$ cat config.mk
export PLATFORM = sky130hd
export DESIGN_NAME = spi_slave
export DESIGN_NICKNAME = d
export VERILOG_FILES = /design/src/rtl/spi_pkg.sv /design/src/rtl/spi_sync_edge.sv /design/src/rtl/spi_slave.sv
export SDC_FILE = /design/constraint.sdc
export NUM_CORES = 1
export LEC_CHECK = 0
export CAP_MARGIN = 20
export CORE_ASPECT_RATIO = 2
export CORE_UTILIZATION = 54
export DETAILED_ROUTE_END_ITERATION = 6
export PLACE_DENSITY = 0.79
export SYNTH_ARGS = -nofsm -noshare
export SYNTH_HDL_FRONTEND = slang
export SYNTH_SLANG_ARGS = --single-unit
$ cat constraint.sdc
create_clock -name clk -period 3.9 [get_ports clk]
set_input_delay 0.975 -clock clk [delete_from_list [all_inputs] [get_ports clk]]
set_output_delay 0.975 -clock clk [all_outputs]
set_load 0.01 [all_outputs]
$ cat src/rtl/spi_pkg.sv
// Shared SPI definitions: FSM state encoding, synchronizer depth and default widths.
// Used by both spi_slave and spi_master.
package spi_pkg;

    typedef enum logic [1:0] {
        st_idle,
        st_active,
        st_done
    } spi_state_t;

    localparam int unsigned SyncDepth             = 2;
    localparam int unsigned DefaultMaxDataBuffer  = 64;
    localparam int unsigned DefaultDataIndexWidth = 6;

endpackage

$ cat src/rtl/spi_sync_edge.sv
// Two-flop synchronizer for an asynchronous input, plus a third register for edge detection.
module spi_sync_edge
    import spi_pkg::*;
#(
    parameter logic p_reset_level = 1'b0
) (
    input  logic clk,
    input  logic rst,
    input  logic din,
    output logic level,
    output logic rise,
    output logic fall
);

    logic [SyncDepth-1:0] sync_q;
    logic                 prev_q;

    always_ff @(posedge clk) begin
        if (rst) begin
            sync_q <= {SyncDepth{p_reset_level}};
            prev_q <= p_reset_level;
        end else begin
            sync_q <= {sync_q[SyncDepth-2:0], din};
            prev_q <= sync_q[SyncDepth-1];
        end
    end

    assign level = sync_q[SyncDepth-1];
    assign rise  = level & ~prev_q;
    assign fall  = ~level & prev_q;

endmodule

$ cat src/rtl/spi_slave.sv
// SPI responder, CPHA=0: oversamples sck/mosi/cs_n on clk, shifts a held word out on or_miso
// MSB first while capturing mosi, and reports the received word with a one-cycle pulse.
module spi_slave
    import spi_pkg::*;
#(
    parameter logic        p_cpol            = 1'b0,
    parameter int unsigned p_max_data_buffer = DefaultMaxDataBuffer,
    parameter int unsigned pw_data_index     = DefaultDataIndexWidth
) (
    input  logic                         clk,
    input  logic                         rst,
    input  logic [p_max_data_buffer-1:0] ip_data,
    input  logic [pw_data_index-1:0]     ip_data_count,
    input  logic                         i_data_valid,
    output logic                         o_data_ready,
    output logic [p_max_data_buffer-1:0] orp_data,
    output logic                         o_rx_valid,
    output logic                         o_frame_error,
    input  logic                         i_sck,
    input  logic                         i_mosi,
    input  logic                         i_cs_n,
    output logic                         or_miso
);

    // One extra bit so the index can equal the largest count without wrapping.
    localparam int unsigned IdxW = pw_data_index + 1;

    spi_state_t state_q, state_d;

    logic [p_max_data_buffer-1:0] tx_hold_q, tx_hold_d;
    logic [p_max_data_buffer-1:0] rx_shift_q, rx_shift_d;
    logic [p_max_data_buffer-1:0] orp_data_q, orp_data_d;
    logic [pw_data_index-1:0]     count_q, count_d;
    logic [IdxW-1:0]              index_q, index_d;
    logic                         miso_q, miso_d;
    logic                         rx_valid_q, rx_valid_d;
    logic                         frame_error_q, frame_error_d;

    logic [IdxW-1:0] count_ext;
    logic [IdxW-1:0] bit_sel;
    logic            tx_bit;
    logic            load;
    logic            last_rise;

    logic sck_raw_rise, sck_raw_fall, sck_level_unused;
    logic sck_rise, sck_fall;
    logic cs_level, cs_rise, cs_fall;
    logic mosi_level, mosi_rise_unused, mosi_fall_unused;

    spi_sync_edge #(
        .p_reset_level(p_cpol)
    ) u_sync_sck (
        .clk  (clk),
        .rst  (rst),
        .din  (i_sck),
        .level(sck_level_unused),
        .rise (sck_raw_rise),
        .fall (sck_raw_fall)
    );

    spi_sync_edge #(
        .p_reset_level(1'b1)
    ) u_sync_cs (
        .clk  (clk),
        .rst  (rst),
        .din  (i_cs_n),
        .level(cs_level),
        .rise (cs_rise),
        .fall (cs_fall)
    );

    spi_sync_edge #(
        .p_reset_level(1'b0)
    ) u_sync_mosi (
        .clk  (clk),
        .rst  (rst),
        .din  (i_mosi),
        .level(mosi_level),
        .rise (mosi_rise_unused),
        .fall (mosi_fall_unused)
    );

    // With CPOL=1 the raw falling edge is the logical leading (sampling) edge.
    assign sck_rise = p_cpol ? sck_raw_fall : sck_raw_rise;
    assign sck_fall = p_cpol ? sck_raw_rise : sck_raw_fall;

    assign o_data_ready = (state_q == st_idle) && cs_level;
    assign load         = i_data_valid && o_data_ready && (ip_data_count != '0);

    assign count_ext = IdxW'(count_q);
    assign last_rise = sck_rise && ((index_q + IdxW'(1)) == count_ext);

    // Next bit to drive: count-1 at frame start, count-1-index while shifting.
    always_comb begin
        bit_sel = count_ext - IdxW'(1);
        if (state_q == st_active) begin
            bit_sel = bit_sel - index_q;
        end
        tx_bit = 1'b0;
        for (int unsigned i = 0; i < p_max_data_buffer; i++) begin
            if (bit_sel == IdxW'(i)) begin
                tx_bit = tx_hold_q[i];
            end
        end
    end

    always_comb begin
        state_d       = state_q;
        tx_hold_d     = load ? ip_data : tx_hold_q;
        count_d       = load ? ip_data_count : count_q;
        index_d       = index_q;
        rx_shift_d    = rx_shift_q;
        orp_data_d    = orp_data_q;
        miso_d        = miso_q;
        rx_valid_d    = 1'b0;
        frame_error_d = 1'b0;

        unique case (state_q)
            st_idle: begin
                miso_d = 1'b0;
                if (cs_fall) begin
                    state_d    = st_active;
                    index_d    = '0;
                    rx_shift_d = '0;
                    miso_d     = tx_bit;
                end
            end
            st_active: begin
                if (index_q == count_ext) begin
                    orp_data_d = rx_shift_q;
                    rx_valid_d = 1'b1;
                    miso_d     = 1'b0;
                    state_d    = st_done;
                end else if (cs_rise && !last_rise) begin
                    frame_error_d = 1'b1;
                    miso_d        = 1'b0;
                    state_d       = st_idle;
                end else if (sck_rise) begin
                    rx_shift_d = {rx_shift_q[p_max_data_buffer-2:0], mosi_level};
                    index_d    = index_q + IdxW'(1);
                end else if (sck_fall) begin
                    miso_d = tx_bit;
                end
            end
            st_done: begin
                miso_d = 1'b0;
                // Level, not edge: cs_n may already have risen alongside the final sck edge.
                if (cs_level) begin
                    state_d = st_idle;
                end
            end
            default: begin
                miso_d  = 1'b0;
                state_d = st_idle;
            end
        endcase
    end

    always_ff @(posedge clk) begin
        if (rst) begin
            state_q       <= st_idle;
            tx_hold_q     <= '0;
            count_q       <= '0;
            index_q       <= '0;
            rx_shift_q    <= '0;
            orp_data_q    <= '0;
            miso_q        <= 1'b0;
            rx_valid_q    <= 1'b0;
            frame_error_q <= 1'b0;
        end else begin
            state_q       <= state_d;
            tx_hold_q     <= tx_hold_d;
            count_q       <= count_d;
            index_q       <= index_d;
            rx_shift_q    <= rx_shift_d;
            orp_data_q    <= orp_data_d;
            miso_q        <= miso_d;
            rx_valid_q    <= rx_valid_d;
            frame_error_q <= frame_error_d;
        end
    end

    assign orp_data      = orp_data_q;
    assign o_rx_valid    = rx_valid_q;
    assign o_frame_error = frame_error_q;
    assign or_miso       = miso_q;

endmodule

==> results of run 1 <==
## flip-flops by register name, summed over array words and instances (netlist names), 2 cells and up
register,count
count_q,6
index_q,7
orp_data,64
rx_shift_q,64
state_q,2
tx_hold_q,64
u_sync_cs.sync_q,2
u_sync_mosi.sync_q,2
u_sync_sck.sync_q,2
## layer usage
layer	vias up	track usage, %
met5	-	0
met4	0	15.3
met3	86	2.82
met2	242	54.6
met1	4069	28.4
li1	4323	-
## power groups by stage
stage | combinational (W) | clock, W | sequential, W
final | 0.000818 | 0.00174 | 0.00232
after global routing | 0.000882 | 0.00186 | 0.00233
after CTS | 0.000804 | 0.00176 | 0.00232
after detailed placement | 0.000799 | 0 | 0.00237
after global placement | 0.000800 | 0 | 0.00237
after floorplan | 0.000501 | 0 | 0.00235
## placed cells by master, fill, tap and decap left out, types with 8 or more instances in the layout
cell / count
nand2_1: 350
o22ai_1: 11
mux2i_1: 8
clkbuf_16: 19
nor3_1: 10
ha_1: 8
dfxtp_1: 218
a22oi_1: 11
o21ai_0: 12
nand3_1: 78
a21oi_1: 218
xnor2_1: 9
nor2_1: 39
buf_4: 28
nor2b_1: 9
inv_1: 11
clkdlybuf4s50_1: 142
## through the flow
step                      std cells  worst slack (ns)  utilization (%)  hold slack (ns)
after floorplan                1210             0.319                -            0.389
after global placement         1497             0.193             64.9            0.394
after detailed placement       1497            0.0916             64.9            0.393
after CTS                      1523            0.0261             68.2            0.408
after global routing           1523            0.0362             68.3            0.432
final                          1523             0.207             68.3            0.408
## worst max path at each step
stage	from	depth (start not counted)	to	slack, ns
2_1_floorplan	count_q[0]$_SDFFE_PP0P_	16	or_miso$_SDFFE_PP0P_	0.32
6_report	count_q[1]$_SDFFE_PP0P_	14	or_miso$_SDFFE_PP0P_	0.21
4_1_cts	count_q[1]$_SDFFE_PP0P_	13	or_miso$_SDFFE_PP0P_	0.03
5_1_grt	count_q[1]$_SDFFE_PP0P_	14	or_miso$_SDFFE_PP0P_	0.04
3_5_place_dp	count_q[1]$_SDFFE_PP0P_	13	or_miso$_SDFFE_PP0P_	0.09
3_3_place_gp	count_q[1]$_SDFFE_PP0P_	13	or_miso$_SDFFE_PP0P_	0.19
## worst register-to-register path, delay by kind of cell (launching register included)
| family | cells | cell delay, ns |
|---|---|---|
| AOI/OAI and AO/OA | 6 | 1.53 |
| xor gates and xnor gates | 1 | 0.24 |
| adders and majority gates | 2 | 0.66 |
| buffers and inverters | 2 | 0.21 |
| DFF | 1 | 0.45 |
| and+or+nand+nor | 3 | 0.51 |
## layout make-up
class                   count  area share (%)
multi-input cells         885            39.7
flip-flops and latches    218            37.9
repair buffers            175            15.0
clock inverters             1          0.0435
inverters                  12           0.391
well taps                 207            2.25
clock buffers              25            4.76
## cells by family (layout without fill, tap and decap cells)
group	Yosys count	after routing	synth area share [%]
buffers and inverters	107	213	5.17
DFF	218	218	46.6
AOI/OAI and AO/OA	317	317	19.9
adders and majority gates	9	9	1.28
and+or+nand+nor	532	532	24.4
muxes	12	12	1.34
xor gates and xnor gates	15	15	1.40
==> flow_summary.yaml, run 1 <==
outcome:
  status: "finished clean"
cts:
  clk_latency_ns: 0.48
  cts-root-buf: "clkbuf_16"
  ctsHoldBuffers: 0
  numCtsBuffers: 19
  cts_post_setup_buffers_inserted: 0
  htreeDepth: 1
  post_cts_resize_count: 0
  cts_tree: "yes"
  path_clk_slew_ns: 0.06
  clock-sinks: 218
  clock_path_buffers: 3
finish:
  fin_nets: 1396
  drive_gt1_share_pct: 6.69
  seqCellArea_um2: 4360
  diodes: 0
  multiInputGateArea_um2: 4570
  fillers: 1434
  final_area_um2: 11500
  area_growth_pct: 23.0
die:
  rows: 67
  floorplan.die_area_um2: 17900
  die_y_um: 188
  initial_core_util_pct: 55.6
  core_area_um2: 16800
  ios: 144
  die_x_um: 95.1
detailed_routing:
  via_per_inst: 5.73
  met2WireLength_um: 14400
  drt-pass1-iter-count: 5
  vias: 8720
  routed-wl-met3_um: 818
  drt_wl_total_um: 25300
  route.detailed.drc: 0
  met1_length_um: 8680
  drtIter0Drc: 400
  top_layer_used: "met4"
  ant_nets: 0
  wl_per_cell_um: 16.6
power_and_ir_drop:
  p_clk_share_pct: 35.7
  finalPower_w: 0.00488
  ir_drop_mv: 0.363
  p_comb_share_pct: 16.8
  netSwitchingPower_w: 0.00130
  powerDensity_nw_per_um2: 424
  switching_share_pct: 26.7
  power.internal_w: 0.00358
  p_seq_share_pct: 47.6
  power_leakage_nw: 3.94
global_route:
  grt_overflow_total: 0
  grt_first_pass_wirelength_um: 40400
  antenna_found_initial: 0
  grt_pass1_vias: 8421
  grt_max_degree: 100
  grtUsageTotal_pct: 28.4
worst_hold_path:
  hp-start: "u_sync_cs.sync_q[0]$_SDFF_PP1_"
  min_path_type: "flip-flop to flip-flop"
  whs_endpoint: "u_sync_cs.sync_q[1]$_SDFF_PP1_"
  worstHoldPathCells: 1
worst_setup_path:
  ff2ff_path_depth: 14
  r2r-end: "or_miso$_SDFFE_PP0P_"
  required_ns: 4.28
  r2r_start: "count_q[1]$_SDFFE_PP0P_"
  cpPeakStageDelay_ns: 0.45
  crit_path_max_fanout: 7
  slowest_stage: "dfxtp_1"
  crit_arrival_ns: 4.07
  cp-end-kind: "flip-flop"
  rrSetupSlack_ns: 0.21
  critical_path.cell_chain: "inv_1, ha_1, xnor2_2, inv_1, ha_1, nand3b_1, and2_2, a221oi_2, nor2_1, a22oi_1, a21boi_0, a211o_1, o211ai_1, a41o_1"
  worst-setup-path-type: "flip-flop to flip-flop"
  cpLargestDelayFamily: "compound AO/OA/AOI/OAI gates"
  start_kind: "flip-flop"
  worst-path-buf-inv: 2
synthesis:
  synth_common_cells: "nand2_1, a21oi_1, dfxtp_1, nand3_1, clkbuf_1"
  synth_most_common_cell: "nand2_1"
  yosys.area.top_type_share_pct: 46.6
  ys_seq_area_share_pct: 46.6
  synth_top_cells_by_area: "dfxtp_1, nand2_1, a21oi_1"
  yosys_register_bits: 218
  synth-edff-count: 0
  synthDistinctLibCells: 73
  synthesis.instances: 1210
  synth.cell_area_um2: 9370
  yosysWarnings: 0
  synth_flop_cell: "dfxtp_1"
  syn_nets: 1295
  ys_async_sr_fraction_pct: 0
  yosysTopAreaCell: "dfxtp_1"
  avgSynthCellArea_um2: 7.74
placed_design:
  placed_cell_area_um2: 10900
  hpwl_um: 17800
  io_buffers: 143
  place_congestion: 0.911
sta:
  maxSlewViolCount: 0
  fin_crit_ns: 3.69
  finalClockSkew_ns: 0.0145
  min_period_over_period_pct: 94.7
  setup_viol: 0
  slew_headroom_pct: 37.1
  rsz0062_at_grt: "no"
  setup_tns_ns: 0
  fmax_mhz: 271
  worstMarginPinSlew_ns: 0.933
  hold_viol: 0
flow_run:
  drv_cap: 0
Note: power is estimated with default switching activity, not from simulation.
==> inputs of run 2 (changes only) <==
--- a/config.mk
+++ b/config.mk
@@ -5,6 +5,7 @@
 export SDC_FILE = /design/constraint.sdc
 export NUM_CORES = 1
 export LEC_CHECK = 0
+export ABC_AREA = 1
 export CAP_MARGIN = 20
 export CORE_ASPECT_RATIO = 2
 export CORE_UTILIZATION = 54
==> run 2 against run 1 <==
  * The flow now finishes with violations (setup timing)
  * Non-clock buffer count up 54
  * Via count down 0.92%
  * Area after synthesis down 2.0%
  * Worst setup slack worse by 0.93 ns
  * Sequential share of layout area down 1.4 points
  * Hold slack worse by 0.00068 ns
  * First-iteration DRC count down 27%
  * Synthesized cell count down 2.4%
  * Core utilization up 3.3 points
  * Count of clock-buffer cells in the layout down 1
  * Maximum frequency down 20%
  * Largest power group unchanged
  * Highest routed layer unchanged
==> flow_summary.yaml, run 2 <==
worst_setup_path:
  start_kind: "flip-flop"
  ff2ff_path_depth: 49
  required_ns: 4.24
  slowest_stage: "dfxtp_2"
  worst-path-buf-inv: 3
  worst-setup-path-type: "flip-flop to flip-flop"
  worst-path-stages: 49
  cpLargestDelayFamily: "simple AND/OR/NAND/NOR gates"
  crit_path_max_fanout: 5
  cp-end-kind: "flip-flop"
  cpPeakStageDelay_ns: 0.36
  crit_arrival_ns: 4.96
  timing.critical_path.mode_cell: "nand2_1"
finish:
  drive_gt1_share_pct: 13.3
  utilization_pct: 71.7
  seqCellArea_um2: 4370
  layout_common_cells: "dfxtp_1, o21ai_0, clkdlybuf4s50_1"
  fillers: 1342
  fin_nets: 1435
  layout_commonest_cell: "dfxtp_1"
  multiInputGateArea_um2: 4050
  area_growth_pct: 30.3
  diodes: 0
synthesis:
  yosys_register_bits: 218
  yosysTopAreaCell: "dfxtp_1"
  yosysWarnings: 0
  avgSynthCellArea_um2: 7.77
  ys_seq_area_share_pct: 47.5
  synth.cell_area_um2: 9180
  synth_most_common_cell: "dfxtp_1"
  synthesis.instances: 1181
  synthDistinctLibCells: 45
  yosys.area.top_type_share_pct: 47.5
  ys_async_sr_fraction_pct: 0
  synth_flop_cell: "dfxtp_1"
  syn_nets: 1266
  synth_top_cells_by_area: "dfxtp_1, o21ai_0, nand3_1"
  synth-edff-count: 0
  synth_common_cells: "dfxtp_1, o21ai_0, nor2_1, inv_1, nand3_1"
global_route:
  grt.busiest_layer: "met2"
  met1_usage_pct: 29.0
  grtUsageTotal_pct: 30.0
  met2_usage_pct: 56.2
  grt_overflow_total: 0
  grt_use_met3_pct: 4.97
  grt_first_pass_wirelength_um: 41600
  grt_pass1_vias: 8657
  grt_max_degree: 128
  antenna_found_initial: 0
power_and_ir_drop:
  ir_drop_mv: 0.416
  powerDensity_nw_per_um2: 447
  power_leakage_nw: 4.68
detailed_routing:
  via_per_inst: 5.52
  wl_per_cell_um: 16.8
  route.detailed.drc: 0
  ant_nets: 0
  vias: 8640
  drt-pass1-iter-count: 5
  drtIter0Drc: 293
  drt_wl_total_um: 26200
worst_hold_path:
  worstHoldPathCells: 2
  min_path_type: "flip-flop to flip-flop"
sta:
  fin_crit_ns: 4.62
  min_period_over_period_pct: 119
  hold_viol: 0
  layout_setup_ws_ns: -0.722
  worstMarginPinSlew_ns: 0.791
  setup_tns_ns: -0.722
  slew_headroom_pct: 47.2
  finalClockSkew_ns: 0.0115
  rsz0062_at_grt: "yes"
  maxSlewViolCount: 0
  setup_viol: 1
  fmax_mhz: 216
die:
  floorplan.die_area_um2: 17600
  die_y_um: 186
  core_area_um2: 16700
  initial_core_util_pct: 55.0
  die_x_um: 94.2
  ios: 144
  rows: 67
cts:
  ctsHoldBuffers: 0
  clock_path_buffers: 3
  clock-sinks: 218
  path_clk_slew_ns: 0.07
  htreeDepth: 1
  cts-root-buf: "clkbuf_16"
  cts_tree: "yes"
  numCtsBuffers: 19
  clk_latency_ns: 0.49
outcome:
  violations: "setup timing"
  status: "finished with violations"
placed_design:
  hpwl_um: 18600
  place_congestion: 0.956
  io_buffers: 143
flow_run:
  drv_cap: 0
[run 2: power breakdown]
group | internal [W] | leakage [nW] | switching (W)
sequential | 0.00234 | 1.78 | 0.0000675
clock | 0.00112 | 0.298 | 0.000789
combinational | 0.000439 | 2.60 | 0.000588
total | 0.00390 | 4.68 | 0.00145
[run 2: worst paths after layout]
| kind | start | endpoint | slack, ns |
|---|---|---|---|
| worst max-delay path | count_q[1]$_SDFFE_PP0P_ | or_miso$_SDFFE_PP0P_ | -0.72 |
| worst min-delay path | u_sync_mosi.sync_q[0]$_SDFF_PP0_ | u_sync_mosi.sync_q[1]$_SDFF_PP0_ | 0.41 |
| worst max register to register | count_q[1]$_SDFFE_PP0P_ | or_miso$_SDFFE_PP0P_ | -0.72 |
| worst min register to register | u_sync_mosi.sync_q[0]$_SDFF_PP0_ | u_sync_mosi.sync_q[1]$_SDFF_PP0_ | 0.41 |
[run 2: worst min-delay path, cell delays in order (launching register included)]
cell and delay [ns]:
dfxtp_1 0.30, inv_1 0.04, nor2_1 0.03
[run 2: repair_timing]
action | CTS | global route
cloned | 0 | 0
setup endpoints to repair | 1 | 1
resized for setup | 5 | 4
setup buffers | 0 | 1
pin swaps | 2 | 1
[run 2: cell families (layout without fill, tap and decap cells)]
kind of cell / after synthesis / in the layout / share of synthesized area (%)
xor+xnor: 12 / 12 / 1.23
compound gates: 336 / 336 / 21.3
simple gates: 379 / 379 / 19.3
flops: 218 / 218 / 47.5
fa+ha+maj: 9 / 9 / 1.31
buf+inv: 227 / 403 / 9.35
[run 2: metrics by stage]
stage | std cells | total power [W] | setup WS [ns] | hold WS, ns | area [um^2]
CTS | 1563 | 0.00536 | -0.718 | 0.407 | 11900
floorplan | 1181 | 0.00304 | -0.219 | 0.388 | 9220
global placement | 1535 | 0.00343 | -0.654 | 0.391 | 11300
finish | 1564 | 0.00535 | -0.722 | 0.407 | 12000
global route | 1564 | 0.00558 | -1.25 | 0.433 | 12000
detailed placement | 1535 | 0.00345 | -0.777 | 0.398 | 11300
[run 2: final cells by class]
class                   count  area share, %
well taps                 207           2.17
inverters                 146           4.66
multi-input cells         736           33.8
clock inverters             4          0.795
repair buffers            229           17.7
clock buffers              24           4.30
flip-flops and latches    218           36.5
[run 2: layer usage]
layer	up-vias	wire length, um
met1	4012	8910
li1	4285	-
met5	-	0
met2	246	14200
met3	97	1320
met4	0	1800
